`config.mk`:
```
export PLATFORM = sky130hd
export DESIGN_NAME = encounter_gen
export DESIGN_NICKNAME = d
export VERILOG_FILES = /design/src/rtl/encounter_gen.sv
export SDC_FILE = /design/constraint.sdc
export NUM_CORES = 1
export LEC_CHECK = 0
export BUFFER_PORTS_ARGS = -buffer_cell sky130_fd_sc_hd__buf_2
export CAP_MARGIN = 10
export CORE_ASPECT_RATIO = 0.7
export CORE_MARGIN = 8
export CORE_UTILIZATION = 45
export DETAILED_ROUTE_END_ITERATION = 16
export PLACE_DENSITY = 0.7
export SYNTH_ARGS = -nofsm -noshare
export SYNTH_HDL_FRONTEND = slang
export SYNTH_SLANG_ARGS = --single-unit
```
`constraint.sdc`:
```
create_clock -name frameClk -period 5.1 [get_ports frameClk]
set_input_delay 0.51 -clock frameClk [delete_from_list [all_inputs] [get_ports frameClk]]
set_output_delay 0.51 -clock frameClk [all_outputs]
set_load 0.005 [all_outputs]
```
`src/rtl/encounter_gen.sv`:
```
// encounter_gen
// -----------------------------------------------------------------------------
// Wild-encounter generator for overworld movement. A free-running Galois LFSR
// supplies a per-frame roll; while the player holds a movement key inside an
// encounter zone, a roll below the programmable rate raises an encounter
// request (fight_on) with a latched species index. The request is handshaked
// with the battle controller (fight_ack), the battle end is signalled by
// fight_done, and a cooldown window then locks out further encounters.
//
// Ports:
//   frameClk    in   frame clock
//   Reset       in   synchronous, active-high reset
//   zone_en     in   player is standing in an encounter zone
//   keycode     in   current USB keycode (W/S/D/A count as movement)
//   rate        in   encounter threshold, hit when roll < rate
//   seed_we     in   load seed into the LFSR this cycle
//   seed        in   seed value (0 loads the default SEED)
//   fight_ack   in   battle controller accepted the encounter
//   fight_done  in   battle finished (single-cycle pulse)
//   fight_on    out  encounter pending, held until acknowledged
//   species     out  latched species index
//   gg          out  status: 01 IDLE, 11 PENDING, 10 BATTLE, 00 COOLDOWN
//   enc_count   out  (ENCOUNTER_STATS_EN only) saturating encounter counter
//
// Optional feature macro: ENCOUNTER_STATS_EN adds the enc_count port.
// -----------------------------------------------------------------------------
module encounter_gen #(
  parameter int          LFSR_W      = 16,
  parameter int          RATE_W      = 8,
  parameter int          SPECIES_W   = 2,
  parameter int          NUM_SPECIES = 4,
  parameter int          COOLDOWN    = 120,
  parameter logic [15:0] SEED        = 16'hACE1
) (
  input  logic                 frameClk,
  input  logic                 Reset,
  input  logic                 zone_en,
  input  logic [7:0]           keycode,
  input  logic [RATE_W-1:0]    rate,
  input  logic                 seed_we,
  input  logic [LFSR_W-1:0]    seed,
  input  logic                 fight_ack,
  input  logic                 fight_done,
  output logic                 fight_on,
  output logic [SPECIES_W-1:0] species,
  output logic [1:0]           gg
`ifdef ENCOUNTER_STATS_EN
  ,
  output logic [7:0]           enc_count
`endif
);

  localparam logic [LFSR_W-1:0] SEED_T = SEED[LFSR_W-1:0];

  // Right-shifting Galois masks: x^16+x^14+x^13+x^11+1 and x^8+x^6+x^5+x^4+1.
  localparam logic [LFSR_W-1:0] TAPS = (LFSR_W == 8) ? LFSR_W'(8'hB8)
                                                     : LFSR_W'(16'hB400);

  // Counter only ever holds COOLDOWN-1 down to 0.
  localparam int                CNT_W   = (COOLDOWN > 1) ? $clog2(COOLDOWN) : 1;
  localparam logic [CNT_W-1:0]  CD_LOAD = CNT_W'(COOLDOWN - 1);

  // One extra bit so NUM_SPECIES == 2**SPECIES_W is representable.
  localparam logic [SPECIES_W:0] NUM_SP = (SPECIES_W + 1)'(NUM_SPECIES);

  localparam logic [1:0] GG_IDLE     = 2'b01;
  localparam logic [1:0] GG_PENDING  = 2'b11;
  localparam logic [1:0] GG_BATTLE   = 2'b10;
  localparam logic [1:0] GG_COOLDOWN = 2'b00;

  typedef enum logic [1:0] {
    S_IDLE,
    S_PENDING,
    S_BATTLE,
    S_COOLDOWN
  } state_t;

  state_t               state;
  logic [LFSR_W-1:0]    lfsr;
  logic [LFSR_W-1:0]    lfsr_adv;
  logic [LFSR_W-1:0]    lfsr_next;
  logic [CNT_W-1:0]     cnt;
  logic [RATE_W-1:0]    roll;
  logic [SPECIES_W-1:0] top_bits;
  logic [SPECIES_W-1:0] pick;
  logic                 move;
  logic                 hit;

  // LFSR next value: seed load wins over advancing, and a zero seed is
  // replaced by SEED so the register can never lock up at all-zeros.
  always_comb begin
    lfsr_adv = lfsr >> 1;
    if (lfsr[0]) begin
      lfsr_adv = (lfsr >> 1) ^ TAPS;
    end
    lfsr_next = lfsr_adv;
    if (seed_we) begin
      lfsr_next = (seed == '0) ? SEED_T : seed;
    end
  end

  // Roll and species pick come from the current LFSR value; a hit needs the
  // player to be moving inside a zone. rate == 0 can never satisfy roll < rate.
  always_comb begin
    roll     = lfsr[RATE_W-1:0];
    top_bits = lfsr[LFSR_W-1 -: SPECIES_W];
    pick     = SPECIES_W'({1'b0, top_bits} % NUM_SP);
    move     = (keycode == 8'h1A) || (keycode == 8'h16) ||
               (keycode == 8'h07) || (keycode == 8'h04);
    hit      = zone_en && move && (roll < rate);
  end

  // Battle handshake FSM with registered outputs. gg is updated together with
  // the state so it always matches the state register.
  always_ff @(posedge frameClk) begin
    if (Reset) begin
      state    <= S_IDLE;
      lfsr     <= SEED_T;
      fight_on <= 1'b0;
      species  <= '0;
      gg       <= GG_IDLE;
      cnt      <= '0;
    end else begin
      lfsr <= lfsr_next;
      case (state)
        S_IDLE: begin
          if (hit) begin
            state    <= S_PENDING;
            species  <= pick;
            fight_on <= 1'b1;
            gg       <= GG_PENDING;
          end
        end
        // fight_done is deliberately ignored here, even alongside ack.
        S_PENDING: begin
          if (fight_ack) begin
            state    <= S_BATTLE;
            fight_on <= 1'b0;
            gg       <= GG_BATTLE;
          end
        end
        S_BATTLE: begin
          if (fight_done) begin
            if (COOLDOWN == 0) begin
              state <= S_IDLE;
              gg    <= GG_IDLE;
            end else begin
              state <= S_COOLDOWN;
              cnt   <= CD_LOAD;
              gg    <= GG_COOLDOWN;
            end
          end
        end
        // Counter runs COOLDOWN-1..0, giving exactly COOLDOWN locked cycles.
        S_COOLDOWN: begin
          if (cnt == '0) begin
            state <= S_IDLE;
            gg    <= GG_IDLE;
          end else begin
            cnt <= cnt - CNT_W'(1);
          end
        end
        default: begin
          state    <= S_IDLE;
          fight_on <= 1'b0;
          gg       <= GG_IDLE;
        end
      endcase
    end
  end

`ifdef ENCOUNTER_STATS_EN
  // Counts IDLE->PENDING transitions, saturating at 255.
  always_ff @(posedge frameClk) begin
    if (Reset) begin
      enc_count <= 8'd0;
    end else if ((state == S_IDLE) && hit && (enc_count != 8'hFF)) begin
      enc_count <= enc_count + 8'd1;
    end
  end
`endif

endmodule

```
==> impl_metrics.ini <==
[yosys]
synthArstFlopShare = 0
synth_nets = 232
ys_types = 42
synthCells = 181
seq_area_frac_synth = 0.369
synthFlopType = dfxtp_1
yosysWarnings = 0
ys_ff_latch = 30
synth_edf_count = 0
synth_area_mm2 = 0.00163
syn_avg_cell_area_um2 = 9.00

[layout]
n_fill_cell = 321
fin_cells = 275
multi_input_area_um2 = 947
seq_area_um2 = 601
antenna_cells = 0
area_growth_syn_to_layout_pct = 19.7
drive_above_1_share = 0.240
finalNetCount = 276

[clocking]
worstSkewPairLatency_ns = 0.28
h-tree-depth = 2
cts_setup_buffers = 0
cts_tree = yes
cts_buffers = 5
numClockSinks = 30
clkTransAtPathRegs_ns = 0.06
clock_path_buffers = 2
post_cts_resized = 0
clockRootBuffer = clkbuf_8
holdBufCountCts = 0

[setup_path]
rr_startpoint = lfsr[7]
start_kind = input port
crit_start = rate[7]
cp.required_ns = 5.31
crit_arrival_ns = 2.39
endpoint_kind = flop
crit_type = input port to flop
path_max_fanout = 4

[floorplanning]
rows = 18
die_x_um = 87.9
die-area_mm2 = 0.00583
start_util = 0.467
die_y_um = 66.3
pin_count = 43
fp.coreArea_mm2 = 0.00349

[hold_path]
hp-start = seed[5]
hold_class = input port to flop

[detailed_routing]
wirelength_um = 3850
vias = 1404
via_per_inst = 5.11
wl_met3_um = 228
dr.pass1.iters = 4
wl_met2_um = 1600
wl_met1_um = 1980
dr.max_layer_used = met4
drt_iter0_markers = 76
wl_per_cell_um = 14.0
remaining_drc_errors = 0
ant_nets = 0

[placement]
port_buffers = 42
dp.cells = 268
post-dp-hpwl_um = 2990
gp_congestion = 0.799

[global_route]
grt_max_degree = 32
grt_pass1_wl_um = 6600
track_usage = 0.145
antenna_found_initial = 0
grt_pass1_vias = 1444
grt_overflow = 0

[timing]
period_share = 0.426
finalClockSkew_ns = 0.00594
tns_ns = 0
setup_viol = 0
slew_viol_final = 0
fin_crit_ns = 2.17
slew_headroom = 0.512
rsz0062_at_grt = false
hold_violations = 0
whs_ns = 0.465
fmax_mhz = 460
worst_pin_slew_ns = 0.727

[pwr]
ir_drop_uv = 236
power_density_mw_per_mm2 = 299
leakage_nw = 0.861
total_power_mw = 0.583

[run_status]
outcome = completed

[job]
cap_violations = 0
## final cells by class
class,instances,share of cell area
clock buffer,7,0.0392
multi-input combinational,132,0.486
inverter,14,0.0270
tap,50,0.0321
timing repair buffer,42,0.108
sequential,30,0.308
## path summary, 6_finish.rpt
path / to / slack (ns) / depth (start not counted)
setup / recovery: fight_on / 2.93 / 8
hold / removal: lfsr[5] / 0.46 / 3
setup reg to reg: fight_on / 2.95 / 6
hold reg to reg: lfsr[9] / 0.47 / 2
## power by group
group	total (mW)	leakage [nW]	internal, mW	switching, mW
Sequential	0.268	0.246	0.255	0.0139
Clock	0.178	0.0383	0.0937	0.0848
Combinational	0.136	0.577	0.0624	0.0740
Total	0.583	0.861	0.411	0.173
## per-layer routing
layer  vias to the layer above  track usage
met4                         0       0.0490
li1                        731            -
met5                         -            0
met1                       641        0.196
met3                         5       0.0521
met2                        27        0.206
## synthesized netlist by cell type (all sizes together), types with 2 or more instances
| cell type | n | share of area |
|---|---|---|
| dfxtp | 30 | 0.37 |
| nor2 | 22 | 0.051 |
| inv | 14 | 0.032 |
| ha | 13 | 0.10 |
| a21oi | 10 | 0.031 |
| nand2b | 10 | 0.038 |
| mux2i | 9 | 0.058 |
| o22ai | 8 | 0.031 |
| xor2 | 7 | 0.038 |
| nand2 | 6 | 0.014 |
| nand4 | 5 | 0.019 |
| nor2b | 5 | 0.019 |
| nor4 | 5 | 0.023 |
| clkbuf | 4 | 0.015 |
| a211oi | 3 | 0.017 |
| nor3 | 3 | 0.012 |
| o31ai | 3 | 0.014 |
| a221oi | 2 | 0.011 |
| a311oi | 2 | 0.011 |
| nand3 | 2 | 0.0061 |
| o211ai | 2 | 0.012 |
| or3 | 2 | 0.011 |
| xnor2 | 2 | 0.011 |
## per-stage QoR
step / cell area (µm²) / utilization / setup slack (ns)
floorplan: 1630 / - / 2.81
global route: 1950 / 0.558 / 2.72
finish: 1950 / 0.558 / 2.93
global placement: 1870 / 0.537 / 2.68
detailed placement: 1870 / 0.537 / 2.63
CTS: 1950 / 0.558 / 2.92
## critical path, cell delays in order
cell	delay (ns)
buf_2	0.07
inv_1	0.03
ha_1	0.32
a211oi_2	0.23
nand4_1	0.16
or3_4	0.44
or4_1	0.47
a31oi_1	0.16
## flip-flops by register name, indices dropped and copies added, names as in the netlist
name / count
gg: 2
fight_on: 1
species: 2
lfsr: 16
state: 2
cnt: 7
## logic make-up (layout without fill, tap and decap cells)
group	count (synthesis)	count (layout)	synth area share
xor gates and xnor gates	9	9	0.0484
adders and majority gates	13	13	0.0998
buffers and inverters	19	63	0.0499
AOI/OAI and AO/OA	34	34	0.145
DFF	30	30	0.369
and+or+nand+nor	66	66	0.224
muxes	10	10	0.0645
## layout by cell type, fill, tap and decap left out, types with 5 or more instances in the layout
| cell | netlist | layout |
|---|---|---|
| buf_2 | 0 | 42 |
| dfxtp_1 | 30 | 30 |
| nor2_1 | 22 | 22 |
| inv_1 | 14 | 14 |
| ha_1 | 13 | 13 |
| nand2b_1 | 10 | 10 |
| a21oi_1 | 10 | 10 |
| mux2i_1 | 8 | 8 |
| o22ai_1 | 8 | 8 |
| xor2_1 | 7 | 7 |
| nand2_1 | 6 | 6 |
| nand4_1 | 5 | 5 |
| nor2b_1 | 5 | 5 |
| clkbuf_8 | 1 | 5 |
No activity file was read; power rests on OpenSTA's default activity.
